[config.mk]
export PLATFORM = sky130hd
export DESIGN_NAME = axi_reg_cut
export DESIGN_NICKNAME = d
export VERILOG_FILES = /design/src/rtl/axi_reg_cut_pkg.sv /design/src/rtl/axi_reg_cut_spill.sv /design/src/rtl/axi_reg_cut.sv
export SDC_FILE = /design/constraint.sdc
export NUM_CORES = 1
export LEC_CHECK = 0
export ABC_CLOCK_PERIOD_IN_PS = 3150
export CAP_MARGIN = 15
export CORE_UTILIZATION = 29
export CTS_CLUSTER_SIZE = 20
export DETAILED_ROUTE_END_ITERATION = 8
export GPL_ROUTABILITY_DRIVEN = 0
export SLEW_MARGIN = 20
export SYNTH_ARGS = -nofsm -noshare
export SYNTH_HDL_FRONTEND = slang
export SYNTH_SLANG_ARGS = --single-unit
[constraint.sdc]
create_clock -name clk_i -period 3.15 [get_ports clk_i]
set_clock_uncertainty 0.2 [all_clocks]
set_input_delay 0.4725 -clock clk_i [delete_from_list [all_inputs] [get_ports clk_i]]
set_output_delay 0.4725 -clock clk_i [all_outputs]
set_load 0.01 [all_outputs]
[src/rtl/axi_reg_cut_pkg.sv]
// -----------------------------------------------------------------------------
// axi_reg_cut_pkg
// Shared constants and channel-width helpers for the AXI4 register slice.
// The width functions return the packed payload width of each channel, so the
// slice, its spill registers and any wrapper agree on the same bit layouts:
//   AW/AR = {id, addr, len, size, burst, lock, cache, prot, qos, region, user}
//   W     = {data, strb, last, user}
//   B     = {id, resp, user}
//   R     = {id, data, resp, last, user}
// -----------------------------------------------------------------------------
package axi_reg_cut_pkg;

    localparam int LEN_W    = 8;
    localparam int SIZE_W   = 3;
    localparam int BURST_W  = 2;
    localparam int CACHE_W  = 4;
    localparam int PROT_W   = 3;
    localparam int QOS_W    = 4;
    localparam int REGION_W = 4;
    localparam int RESP_W   = 2;

    // Every width function takes the full parameter set so all call sites look
    // the same; parameters a channel does not carry are multiplied out by zero.

    function automatic int aw_width(input int addr_width, input int data_width,
                                    input int id_width, input int user_width);
        return id_width + addr_width + LEN_W + SIZE_W + BURST_W + 1 + CACHE_W
               + PROT_W + QOS_W + REGION_W + user_width + 0 * data_width;
    endfunction

    function automatic int w_width(input int addr_width, input int data_width,
                                   input int id_width, input int user_width);
        return data_width + data_width / 8 + 1 + user_width
               + 0 * (addr_width + id_width);
    endfunction

    function automatic int b_width(input int addr_width, input int data_width,
                                   input int id_width, input int user_width);
        return id_width + RESP_W + user_width + 0 * (addr_width + data_width);
    endfunction

    function automatic int r_width(input int addr_width, input int data_width,
                                   input int id_width, input int user_width);
        return id_width + data_width + RESP_W + 1 + user_width + 0 * addr_width;
    endfunction

endpackage

[src/rtl/axi_reg_cut_spill.sv]
// -----------------------------------------------------------------------------
// axi_spill_reg
// Generic two-slot valid/ready register. Slot A drives the output, slot B
// catches the one beat that may arrive while the output is stalled, so both
// out_valid/out_data and in_ready come straight from flops.
// Ports:
//   clk_i, rst_ni   clock, asynchronous active-low reset
//   srst_i          synchronous soft reset (clears both slots)
//   in_valid/in_ready/in_data     upstream handshake and payload
//   out_valid/out_ready/out_data  downstream handshake and payload
// BYPASS=1 turns the block into plain wires.
// -----------------------------------------------------------------------------
module axi_spill_reg
    import axi_reg_cut_pkg::*;
#(
    parameter int WIDTH  = 8,
    parameter bit BYPASS = 1'b0
) (
    input  logic             clk_i,
    input  logic             rst_ni,
    input  logic             srst_i,
    input  logic             in_valid,
    output logic             in_ready,
    input  logic [WIDTH-1:0] in_data,
    output logic             out_valid,
    input  logic             out_ready,
    output logic [WIDTH-1:0] out_data
);

    if (BYPASS) begin : g_bypass

        // Clock and resets have no function in the wire-through variant.
        logic unused_s;
        assign unused_s  = clk_i ^ rst_ni ^ srst_i;

        assign out_valid = in_valid;
        assign out_data  = in_data;
        assign in_ready  = out_ready;

    end else begin : g_spill

        logic             a_full_r;
        logic             b_full_r;
        logic             ready_r;
        logic [WIDTH-1:0] a_data_r;
        logic [WIDTH-1:0] b_data_r;

        logic             a_full_s;
        logic             b_full_s;
        logic             ready_s;
        logic [WIDTH-1:0] a_data_s;
        logic [WIDTH-1:0] b_data_s;
        logic             in_fire_s;
        logic             out_fire_s;

        // Next-state for the two slots; B is only written when A is held.
        always_comb begin
            a_full_s   = a_full_r;
            b_full_s   = b_full_r;
            a_data_s   = a_data_r;
            b_data_s   = b_data_r;
            in_fire_s  = in_valid & ready_r;
            out_fire_s = a_full_r & out_ready;

            if (out_fire_s && b_full_r) begin
                // ready_r is low whenever B is full, so no input can collide here.
                a_data_s = b_data_r;
                a_full_s = 1'b1;
                b_full_s = 1'b0;
            end else if (in_fire_s && (!a_full_r || out_fire_s)) begin
                a_data_s = in_data;
                a_full_s = 1'b1;
            end else if (in_fire_s) begin
                b_data_s = in_data;
                b_full_s = 1'b1;
            end else if (out_fire_s) begin
                a_full_s = 1'b0;
            end else begin
                a_full_s = a_full_r;
            end

            ready_s = ~b_full_s;
        end

        // Slot state registers; in_ready gets its own flop so it is never
        // derived combinationally from the downstream handshake.
        always_ff @(posedge clk_i or negedge rst_ni) begin
            if (!rst_ni) begin
                a_full_r <= 1'b0;
                b_full_r <= 1'b0;
                ready_r  <= 1'b1;
                a_data_r <= {WIDTH{1'b0}};
                b_data_r <= {WIDTH{1'b0}};
            end else if (srst_i) begin
                a_full_r <= 1'b0;
                b_full_r <= 1'b0;
                ready_r  <= 1'b1;
                a_data_r <= {WIDTH{1'b0}};
                b_data_r <= {WIDTH{1'b0}};
            end else begin
                a_full_r <= a_full_s;
                b_full_r <= b_full_s;
                ready_r  <= ready_s;
                a_data_r <= a_data_s;
                b_data_r <= b_data_s;
            end
        end

        assign out_valid = a_full_r;
        assign out_data  = a_data_r;
        assign in_ready  = ready_r;

    end

endmodule

[src/rtl/axi_reg_cut.sv]
// -----------------------------------------------------------------------------
// axi_reg_cut
// Single-stage AXI4 register slice. Every channel passes through its own
// spill register, cutting all combinational paths between the slave-side
// port (slv_*) and the master-side port (mst_*). AW/W/AR flow slv -> mst,
// B/R flow mst -> slv. Payloads are packed channel vectors carried bit-exact.
// Ports:
//   clk_i, rst_ni                      clock, asynchronous active-low reset
//   slv_{aw,w,ar}_{valid_i,ready_o,_i} request channels from upstream master
//   slv_{b,r}_{valid_o,ready_i,_o}     response channels to upstream master
//   mst_{aw,w,ar}_{valid_o,ready_i,_o} request channels to downstream slave
//   mst_{b,r}_{valid_i,ready_o,_i}     response channels from downstream slave
// BYPASS=1 makes every channel a zero-latency wire.
// -----------------------------------------------------------------------------
module axi_reg_cut
    import axi_reg_cut_pkg::*;
#(
    parameter int ADDR_WIDTH = 64,
    parameter int DATA_WIDTH = 64,
    parameter int ID_WIDTH   = 4,
    parameter int USER_WIDTH = 1,
    parameter bit BYPASS     = 1'b0
) (
    input  logic clk_i,
    input  logic rst_ni,

    input  logic slv_aw_valid_i,
    output logic slv_aw_ready_o,
    input  logic [aw_width(ADDR_WIDTH, DATA_WIDTH, ID_WIDTH, USER_WIDTH)-1:0] slv_aw_i,
    input  logic slv_w_valid_i,
    output logic slv_w_ready_o,
    input  logic [w_width(ADDR_WIDTH, DATA_WIDTH, ID_WIDTH, USER_WIDTH)-1:0]  slv_w_i,
    output logic slv_b_valid_o,
    input  logic slv_b_ready_i,
    output logic [b_width(ADDR_WIDTH, DATA_WIDTH, ID_WIDTH, USER_WIDTH)-1:0]  slv_b_o,
    input  logic slv_ar_valid_i,
    output logic slv_ar_ready_o,
    input  logic [aw_width(ADDR_WIDTH, DATA_WIDTH, ID_WIDTH, USER_WIDTH)-1:0] slv_ar_i,
    output logic slv_r_valid_o,
    input  logic slv_r_ready_i,
    output logic [r_width(ADDR_WIDTH, DATA_WIDTH, ID_WIDTH, USER_WIDTH)-1:0]  slv_r_o,

    output logic mst_aw_valid_o,
    input  logic mst_aw_ready_i,
    output logic [aw_width(ADDR_WIDTH, DATA_WIDTH, ID_WIDTH, USER_WIDTH)-1:0] mst_aw_o,
    output logic mst_w_valid_o,
    input  logic mst_w_ready_i,
    output logic [w_width(ADDR_WIDTH, DATA_WIDTH, ID_WIDTH, USER_WIDTH)-1:0]  mst_w_o,
    input  logic mst_b_valid_i,
    output logic mst_b_ready_o,
    input  logic [b_width(ADDR_WIDTH, DATA_WIDTH, ID_WIDTH, USER_WIDTH)-1:0]  mst_b_i,
    output logic mst_ar_valid_o,
    input  logic mst_ar_ready_i,
    output logic [aw_width(ADDR_WIDTH, DATA_WIDTH, ID_WIDTH, USER_WIDTH)-1:0] mst_ar_o,
    input  logic mst_r_valid_i,
    output logic mst_r_ready_o,
    input  logic [r_width(ADDR_WIDTH, DATA_WIDTH, ID_WIDTH, USER_WIDTH)-1:0]  mst_r_i
);

    localparam int AX_W = aw_width(ADDR_WIDTH, DATA_WIDTH, ID_WIDTH, USER_WIDTH);
    localparam int W_W  = w_width(ADDR_WIDTH, DATA_WIDTH, ID_WIDTH, USER_WIDTH);
    localparam int B_W  = b_width(ADDR_WIDTH, DATA_WIDTH, ID_WIDTH, USER_WIDTH);
    localparam int R_W  = r_width(ADDR_WIDTH, DATA_WIDTH, ID_WIDTH, USER_WIDTH);

    // The slice exposes no soft-reset pin; the spill registers keep theirs
    // for reuse in blocks that do.
    logic srst_s;
    assign srst_s = 1'b0;

    axi_spill_reg #(.WIDTH(AX_W), .BYPASS(BYPASS)) u_aw (
        .clk_i(clk_i), .rst_ni(rst_ni), .srst_i(srst_s),
        .in_valid(slv_aw_valid_i), .in_ready(slv_aw_ready_o), .in_data(slv_aw_i),
        .out_valid(mst_aw_valid_o), .out_ready(mst_aw_ready_i), .out_data(mst_aw_o)
    );

    axi_spill_reg #(.WIDTH(W_W), .BYPASS(BYPASS)) u_w (
        .clk_i(clk_i), .rst_ni(rst_ni), .srst_i(srst_s),
        .in_valid(slv_w_valid_i), .in_ready(slv_w_ready_o), .in_data(slv_w_i),
        .out_valid(mst_w_valid_o), .out_ready(mst_w_ready_i), .out_data(mst_w_o)
    );

    // B and R travel back towards the upstream master.
    axi_spill_reg #(.WIDTH(B_W), .BYPASS(BYPASS)) u_b (
        .clk_i(clk_i), .rst_ni(rst_ni), .srst_i(srst_s),
        .in_valid(mst_b_valid_i), .in_ready(mst_b_ready_o), .in_data(mst_b_i),
        .out_valid(slv_b_valid_o), .out_ready(slv_b_ready_i), .out_data(slv_b_o)
    );

    axi_spill_reg #(.WIDTH(AX_W), .BYPASS(BYPASS)) u_ar (
        .clk_i(clk_i), .rst_ni(rst_ni), .srst_i(srst_s),
        .in_valid(slv_ar_valid_i), .in_ready(slv_ar_ready_o), .in_data(slv_ar_i),
        .out_valid(mst_ar_valid_o), .out_ready(mst_ar_ready_i), .out_data(mst_ar_o)
    );

    axi_spill_reg #(.WIDTH(R_W), .BYPASS(BYPASS)) u_r (
        .clk_i(clk_i), .rst_ni(rst_ni), .srst_i(srst_s),
        .in_valid(mst_r_valid_i), .in_ready(mst_r_ready_o), .in_data(mst_r_i),
        .out_valid(slv_r_valid_o), .out_ready(slv_r_ready_i), .out_data(slv_r_o)
    );

endmodule

==> results.cfg, run 1 <==
[status]
outcome = completed

[synth]
synth_nets = 3129
yosysSeqAreaShare = 0.556
synth_seq_cells = 713
syn_area_um2 = 32100
syn_inst = 2768
yosysWarningCount = 0
synth.avg_cell_area_um2 = 11.6
synth_cell_type_count = 32

[die]
start_util = 0.294
die_h_um = 335
rows = 121
core_area_um2 = 109000
die_area_um2 = 112000
die_w_um = 335
pin_count = 720

[clock_tree]
clockBufferDepth = 3
postCtsSetupBuffers = 0
htree_levels = 3
tritoncts = yes
cts_hold_buf = 1
numCtsBuffers = 82
cts_root_buf = clkbuf_16
clk_latency_ps = 650
path_clk_slew_ps = 60
clock-sinks = 713
cts_resized = 0

[power]
p_switching_mw = 15.8
p_comb_frac = 0.424
powerDensity_nw_per_um2 = 1070
pwr-share-seq = 0.362
p_int_mw = 30.8
power_switching_share = 0.340
p_clk_frac = 0.214
power_mw = 46.6
ir_worst_vdd_mv = 0.494
p_leak_nw = 17.7

[route]
drc_errors = 0
wl_mm = 102
vias = 24700
drtPass1Iterations = 5
avgViaCountPerCell = 5.01
wl_per_cell_um = 20.7
ant_nets = 0
drt_iter0_drc = 1351

[placement]
dpl.hpwl_mm = 64.7
io_buffer_count = 719
dp_slack_ps = 521
dpl_cell_area_um2 = 40800

[worst_setup_path]
crit_required_ps = 2480
crit_fanout = 19
worstSetupPathType = reg2out
cp.arrival_ps = 2110
cp-end-kind = output pin
crit_path_start_kind = flop

[sta]
period_share = 0.882
fin_crit_ps = 2780
maxSlewHeadroom = 0.338
clock.fmax_mhz = 360
rsz0062_at_grt = no
worstMarginPinSlew_ps = 993
fin_ws_ps = 371
tns_ps = 0
finalSetupViolCount = 0
drv_slew = 0
final_hold_viol_count = 0

[layout]
final_nets = 3739
area_growth_pct = 35.9
drive_above_1_share = 0.151
final_cell_area_um2 = 43700

[grt]
grt_pass1_wl_mm = 157
grt_usage = 0.177
grt_pass1_vias = 25500
grt_max_degree = 101
antenna_found_initial = 12
grt.overflow.total = 0

[flow_run]
drv_cap = 0

[min_path]
hp-class = in2async
==> power by group through the flow <==
| stage | registers, mW | clock network (mW) | logic (mW) |
|---|---|---|---|
| after detailed placement | 17.0 | 0 | 19.9 |
| after global placement | 16.9 | 0 | 19.6 |
| after CTS | 16.9 | 10.3 | 20.0 |
| final | 16.9 | 9.99 | 19.7 |
| after floorplan | 17.1 | 0 | 10.6 |
| after global routing | 17.4 | 10.6 | 21.4 |
==> metrics by stage <==
| step | utilization | std cells | hold slack [ps] |
|---|---|---|---|
| after CTS | 0.399 | 4919 | 147 |
| after floorplan | - | 2768 | -23.1 |
| final | 0.399 | 4924 | 193 |
| after global routing | 0.399 | 4924 | 198 |
| after detailed placement | 0.373 | 4769 | 273 |
| after global placement | 0.373 | 4769 | 265 |
==> per-layer routing <==
metal / part of all wire / up-vias / routed length (um) / GRT usage
met3: 0.064 / 192 / 6500 / 0.0475
met5: 0.00074 / - / 75 / 0
met4: 0.037 / 12 / 3790 / 0.0740
li1: - / 11300 / - / -
met1: 0.42 / 12600 / 42600 / 0.222
met2: 0.48 / 614 / 49000 / 0.288
==> final cells by class <==
class                      instances  area [um^2]
sequential                       713        17900
timing repair buffer             784         8070
antenna                            5         12.5
clock inverter                    31          463
multi-input combinational       1787        13000
inverter                          10         37.5
tap                             1476         1850
clock buffer                     118         2360
fill                           10600        65700
==> state kept, by name, indices dropped and copies added, names as in the netlist, 7 cells and up <==
register	flops
u_ar.g_spill.b_data_r	98
u_ar.out_data	98
u_aw.g_spill.b_data_r	98
u_aw.out_data	98
u_b.g_spill.b_data_r	7
u_b.out_data	7
u_r.g_spill.b_data_r	72
u_r.out_data	72
u_w.g_spill.b_data_r	74
u_w.out_data	74
==> kinds of logic (layout without fill, tap and decap cells) <==
| family | count (synthesis) | after routing | share of synthesized area |
|---|---|---|---|
| muxes | 349 | 349 | 0.122 |
| DFF | 713 | 713 | 0.556 |
| buffers and inverters | 268 | 943 | 0.0401 |
| other | 0 | 5 | 0 |
| and+or+nand+nor | 371 | 371 | 0.0728 |
| AOI/OAI and AO/OA | 1067 | 1067 | 0.209 |
==> placed cells by master (no fill, tap or decap), types with 4 or more instances in the layout <==
cell / Yosys / routed
a31oi_1: 5 / 5
dfstp_2: 5 / 5
clkbuf_8: 0 / 17
bufinv_16: 0 / 8
clkinvlp_4: 0 / 4
a2bb2oi_1: 349 / 349
buf_12: 0 / 30
o21ai_1: 7 / 7
mux2_1: 53 / 53
dfrtp_1: 708 / 701
clkinv_2: 0 / 8
mux2_2: 296 / 296
dfrtp_2: 0 / 7
buf_4: 10 / 34
inv_1: 6 / 6
o21ai_0: 696 / 696
clkbuf_16: 0 / 82
nand2_2: 2 / 5
clkbuf_1: 171 / 19
clkdlybuf4s50_1: 0 / 718
a21o_1: 5 / 5
and2_1: 349 / 349
diode_2: 0 / 5
nand2_1: 11 / 7
==> path summary, 6_finish.rpt <==
kind	start	end	slack, ps	cells after the start
min in group clk_i	mst_r_i[4]	u_r.g_spill.b_data_r[4]	240	2
worst max-delay path	u_r.out_valid	slv_r_valid_o	370	2
worst min-delay path	rst_ni	u_w.out_data[12]	190	2
max in group asynchronous	rst_ni	u_ar.g_spill.b_full_r	1500	3
worst min register to register	u_r.g_spill.b_data_r[19]	u_r.g_spill.b_data_r[19]	280	1
worst max register to register	u_r.out_valid	u_r.g_spill.b_data_r[35]	880	4
==> cells in the mapped netlist (all sizes together) <==
library cell	number	area [um^2]
a22oi	3	50.1
dfstp	5	131
and2	349	2180
clkinv	1	3.75
buf	84	593
nand2	15	76.3
and2b	1	7.51
a31oi	5	31.3
nor2b	1	6.26
o21ai	703	3520
mux2	349	3930
a21o	5	37.5
inv	9	33.8
dfrtp	708	17700
a2bb2oi	349	3060
a21oi	2	21.3
clkbuf	174	657
nand4	3	48.8
nand3	2	15.0
==> worst max-delay path: stages (launching register included) <==
cell	delay, ps
dfrtp_2	610
buf_4	290
clkdlybuf4s50_1	570
No activity file was read; power rests on OpenSTA's default activity.
==> run 2, diff against run 1 <==
- ABC_AREA: default -> 1
- CORE_MARGIN: default -> 8
- REMOVE_ABC_BUFFERS: default -> 1
==> run 2 against run 1 <==
  * Maximum frequency decreased by 2.1%
  * Worst setup slack got worse by 59 ps
  * Wire length increased by 19%
  * Area after synthesis increased by 1.9%
  * Via count increased by 26%
  * Clock power about the same
  * Flip-flop and latch count unchanged
  * Critical endpoint is now mst_aw_valid_o
  * Largest cell class unchanged
  * Largest power group unchanged
==> results.cfg, run 2 <==
[grt]
grt_usage = 0.187
grt_pass1_wl_mm = 189
grt_max_degree = 99
grt.overflow.total = 0
antenna_found_initial = 14
grt_pass1_vias = 30500

[clock_tree]
clockBufferDepth = 3
cts_root_buf = clkbuf_16
postCtsSetupBuffers = 0
clock-sinks = 713
numCtsBuffers = 84
tritoncts = yes
path_clk_slew_ps = 60
htree_levels = 3
clk_latency_ps = 660

[route]
drt_iter0_drc = 2528
wl_mm = 121
ant_nets = 0
drtPass1Iterations = 7
vias = 31200
wl_per_cell_um = 18.9
drc_errors = 0
avgViaCountPerCell = 4.87

[worst_setup_path]
max_stage_delay_ps = 640
path_buf_inv = 2
crit_path_start_kind = flop
worstSetupPathType = reg2out
crit_required_ps = 2480
slowest_stage = clkdlybuf4s50_1
cp.arrival_ps = 2170
path_cells = buf_4 > clkdlybuf4s50_1
cp-end-kind = output pin
critical_path.top_delay_family = buffers and inverters
crit_fanout = 37

[power]
powerDensity_nw_per_um2 = 1020
power_mw = 45.2
ir_worst_vdd_mv = 0.516
p_leak_nw = 22.7

[synth]
synth_area_leader_cell = dfrtp_1
synth_cell_type_count = 18
synth_commonest_cells = nand2_1 (2481), dfrtp_1 (708), nand3_1 (352), nand4_1 (349), clkbuf_1 (197)
yosys-top-cells-area = dfrtp_1 (54%), nand2_1 (28%), nand4_1 (6.7%)
yosysSeqAreaShare = 0.545
synth_most_common_cell = nand2_1
synth.avg_cell_area_um2 = 7.68
synth_seq_cells = 713
async_reset_ff_frac = 1.00
synth_top_area_share = 0.541
syn_area_um2 = 32700
syn_inst = 4264
synth_ff_type = dfrtp_1
synth_edf_count = 0
yosysWarningCount = 0

[sta]
fin_ws_ps = 312
final_hold_viol_count = 0
drv_slew = 0
fin_crit_ps = 2840
clock.fmax_mhz = 352
maxSlewHeadroom = 0.366
tns_ps = 0
worstMarginPinSlew_ps = 951
rsz0062_at_grt = no
finalSetupViolCount = 0
period_share = 0.901

[die]
die_area_um2 = 124000
start_util = 0.292
rows = 123
pin_count = 720
die_w_um = 352
core_area_um2 = 112000
die_h_um = 352

[placement]
dpl_cell_area_um2 = 41500
dp_slack_ps = 720
dpl.hpwl_mm = 78.4
io_buffer_count = 719

[flow_run]
drv_cap = 0

[min_path]
hp-class = in2async

[layout]
mostFrequentLayoutCells = nand2_1 (2475), clkdlybuf4s50_1 (714), dfrtp_1 (700)
final_common_cell = nand2_1
fin_util = 0.396
final_cell_area_um2 = 44400
final_nets = 5191
area_growth_pct = 35.7
fill_cells = 11300
drive_above_1_share = 0.0547

[status]
outcome = completed
==> run 2: changes by cell type in the layout (fill, tap and decap cells not counted), moves of 8 or more <==
cell | before | now
nand2_1 | 7 | 2475
buf_4 | 34 | 64
nand4_1 | 1 | 349
clkinv_2 | 8 | 16
and2_1 | 349 | 0
mux2_2 | 296 | 0
a2bb2oi_1 | 349 | 0
mux2_1 | 53 | 0
nand3_1 | 1 | 350
o21ai_0 | 696 | 0
inv_1 | 6 | 21
==> run 2: where the power goes <==
part	internal [mW]	leakage, nW	switching, mW
combinational	7.51	12.4	11.0
clock	5.99	1.42	4.11
sequential	13.6	8.85	3.03
==> run 2: cells by family after synthesis <==
logic type | Yosys count | share of synthesized area
flops | 713 | 0.545
buf+inv | 355 | 0.0467
simple gates | 3191 | 0.407
compound gates | 5 | 0.00145
==> run 2: final timing paths <==
kind                       slack [ps]  cells past startpoint                   endpoint                 startpoint
min in group clk_i                110                      5           u_r.out_data[13]              slv_r_ready_i
max in group asynchronous        1660                      4  u_ar.g_spill.b_data_r[71]                     rst_ni
hold reg to reg                   260                      2  u_ar.g_spill.b_data_r[82]  u_ar.g_spill.b_data_r[82]
setup reg to reg                  870                      5           u_aw.out_data[4]      u_aw.g_spill.b_full_r
setup / recovery                  310                      2             mst_aw_valid_o             u_aw.out_valid
hold / removal                    110                      2  u_aw.g_spill.b_data_r[23]                     rst_ni
==> run 2: what timing repair did <==
action | in CTS | in global routing
hold buffers | 2 | 0
hold endpoints to repair | 290 | 0
gates resized for setup | 0 | 0
==> run 2: layout make-up <==
| cell class | instances | area [um^2] | share of cell area |
|---|---|---|---|
| diodes | 12 | 30.0 | 0.000676 |
| clock buffers | 125 | 2490 | 0.0560 |
| clock inverters | 29 | 387 | 0.00870 |
| inverters | 25 | 95.1 | 0.00214 |
| multi-input cells | 3196 | 13500 | 0.303 |
| flip-flops and latches | 713 | 17900 | 0.402 |
| well taps | 1500 | 1880 | 0.0422 |
| repair buffers | 810 | 8210 | 0.185 |
==> run 2: worst register-to-register path: stages, from the launching register on <==
cell and delay, ps:
dfrtp_4 750, nand2_1 210, a21oi_4 380, buf_12 430, nand2_1 150, nand2_1 90
==> run 2: layer usage <==
layer	wire length, um	GRT usage	share of wire	vias to the layer above
met4	3620	0.0588	0.030	4
met1	52000	0.249	0.43	15000
met3	9130	0.0504	0.075	181
met2	56400	0.296	0.47	1172
met5	27	0	0.00022	-
li1	-	-	-	14800
==> run 2: metrics by stage <==
step                      cells  hold slack [ps]
after global placement     6242              226
final                      6410              105
after CTS                  6398             49.6
after floorplan            3934            -23.1
after detailed placement   6242              231
after global routing       6403             91.6
==> run 3, diff against run 2 <==
- CORE_MARGIN: 8 -> default
- REMOVE_ABC_BUFFERS: 1 -> default
==> run 3 against run 2 <==
  * Core utilization up 0.54 points
  * Via count up 0.37%
  * Wire length down 1.6%
  * Non-clock buffer count up 10
  * First-iteration DRC count down 3.3%
  * Flip-flop and latch count unchanged
  * Clock power about the same
  * Total power up 0.62%
  * Critical path type unchanged
  * Critical endpoint is now mst_ar_valid_o
  * Largest power group unchanged
==> results.cfg, run 3 (synthesized netlist as in run 2, its figures left out) <==
[status]
outcome = completed

[die]
die_w_um = 338
die_area_um2 = 114000
rows = 122
die_h_um = 338
start_util = 0.294
core_area_um2 = 111000
pin_count = 720

[clock_tree]
clk_latency_ps = 660
numCtsBuffers = 86
clockBufferDepth = 3
cts_root_buf = clkbuf_16
clock-sinks = 713
path_clk_slew_ps = 60
postCtsSetupBuffers = 0
htree_levels = 3
tritoncts = yes

[worst_setup_path]
slowest_stage = clkdlybuf4s50_1
max_stage_delay_ps = 630
worstSetupPathType = reg2out
cp.arrival_ps = 2170
crit_path_start_kind = flop
cp-end-kind = output pin
crit_fanout = 99
crit_required_ps = 2480
path_cells = buf_12 > clkdlybuf4s50_1

[power]
ir_worst_vdd_mv = 0.622
powerDensity_nw_per_um2 = 1020
p_leak_nw = 22.8

[route]
wl_per_cell_um = 18.6
avgViaCountPerCell = 4.88
drc_errors = 0
drtPass1Iterations = 6
ant_nets = 0
vias = 31300
wl_mm = 119
drt_iter0_drc = 2445

[sta]
clock.fmax_mhz = 352
final_hold_viol_count = 0
worstMarginPinSlew_ps = 917
drv_slew = 0
finalSetupViolCount = 0
rsz0062_at_grt = no
fin_crit_ps = 2840
maxSlewHeadroom = 0.388
tns_ps = 0
period_share = 0.902
fin_ws_ps = 310

[layout]
final_nets = 5203
drive_above_1_share = 0.0588
final_common_cell = nand2_1
area_growth_pct = 36.4
mostFrequentLayoutCells = nand2_1 (2475), clkdlybuf4s50_1 (714), dfrtp_1 (700)

[placement]
io_buffer_count = 719
dp_slack_ps = 648
dpl.hpwl_mm = 76.0

[grt]
grt_pass1_vias = 29600
grt_max_degree = 100
grt.overflow.total = 0
antenna_found_initial = 35
grt_pass1_wl_mm = 181
grt_usage = 0.201

[min_path]
hp-class = in2reg

[synth]
synth_nets = 4625

[flow_run]
drv_cap = 0
-- run 3: cell types whose count changed in the layout (fill, tap and decap cells not counted), sizes merged --
cell | before | now
bufinv | 6 | 7
clkbuf | 125 | 121
clkinvlp | 0 | 5
diode | 12 | 15
inv | 29 | 28
buf | 94 | 104
clkinv | 19 | 24
-- run 3: layout make-up --
cell class	instances	area, um^2
flip-flops and latches	713	17900
well taps	1488	1860
clock inverters	39	497
multi-input cells	3196	13500
inverters	25	95.1
clock buffers	121	2500
repair buffers	820	8340
fillers	11200	66600
diodes	15	37.5
-- run 3: power by group --
group,total [mW],switching (mW),internal (mW)
registers,16.4,2.88,13.6
clock network,10.4,4.24,6.18
logic,18.6,11.1,7.51
-- run 3: layer usage --
| layer | part of all wire | up-vias | wire (um) | global-route usage |
|---|---|---|---|---|
| li1 | - | 14800 | - | - |
| met1 | 0.41 | 15000 | 49000 | 0.263 |
| met2 | 0.46 | 1164 | 54800 | 0.312 |
| met3 | 0.095 | 222 | 11300 | 0.0637 |
| met4 | 0.032 | 40 | 3760 | 0.0713 |
| met5 | 0.0023 | - | 272 | 0 |
-- run 3: through the flow --
stage / area, um^2 / total power, mW / util / instances / hold WS (ps)
floorplan: 32700 / 25.7 / - / 4264 / -23.1
global placement: 41600 / 34.9 / 0.374 / 6239 / 252
detailed placement: 41600 / 35.2 / 0.374 / 6240 / 258
CTS: 44600 / 45.9 / 0.401 / 6402 / 8.89
global route: 44700 / 48.5 / 0.401 / 6415 / 61.2
finish: 44700 / 45.4 / 0.401 / 6417 / 77.9
-- run 3: timing repair --
action,in CTS,in global routing
resized for setup,0,0
hold endpoints to repair,41,0
hold buffers,2,0
-- run 3: path summary, 6_finish.rpt --
check	start	end	slack [ps]	cells after the start
min in group asynchronous	rst_ni	u_ar.g_spill.b_data_r[81]	310	2
hold reg to reg	u_aw.g_spill.b_data_r[90]	u_aw.g_spill.b_data_r[90]	270	2
setup / recovery	u_ar.out_valid	mst_ar_valid_o	310	2
setup reg to reg	u_w.out_valid	u_w.out_data[33]	810	7
hold / removal	mst_aw_ready_i	u_aw.out_data[52]	80	5
max in group asynchronous	rst_ni	u_r.in_ready	1540	4
-- run 3: critical path: cells and delay by family, from the launching register on --
family	cells	cell delay [ps]
flops	1	430
buf+inv	2	1050
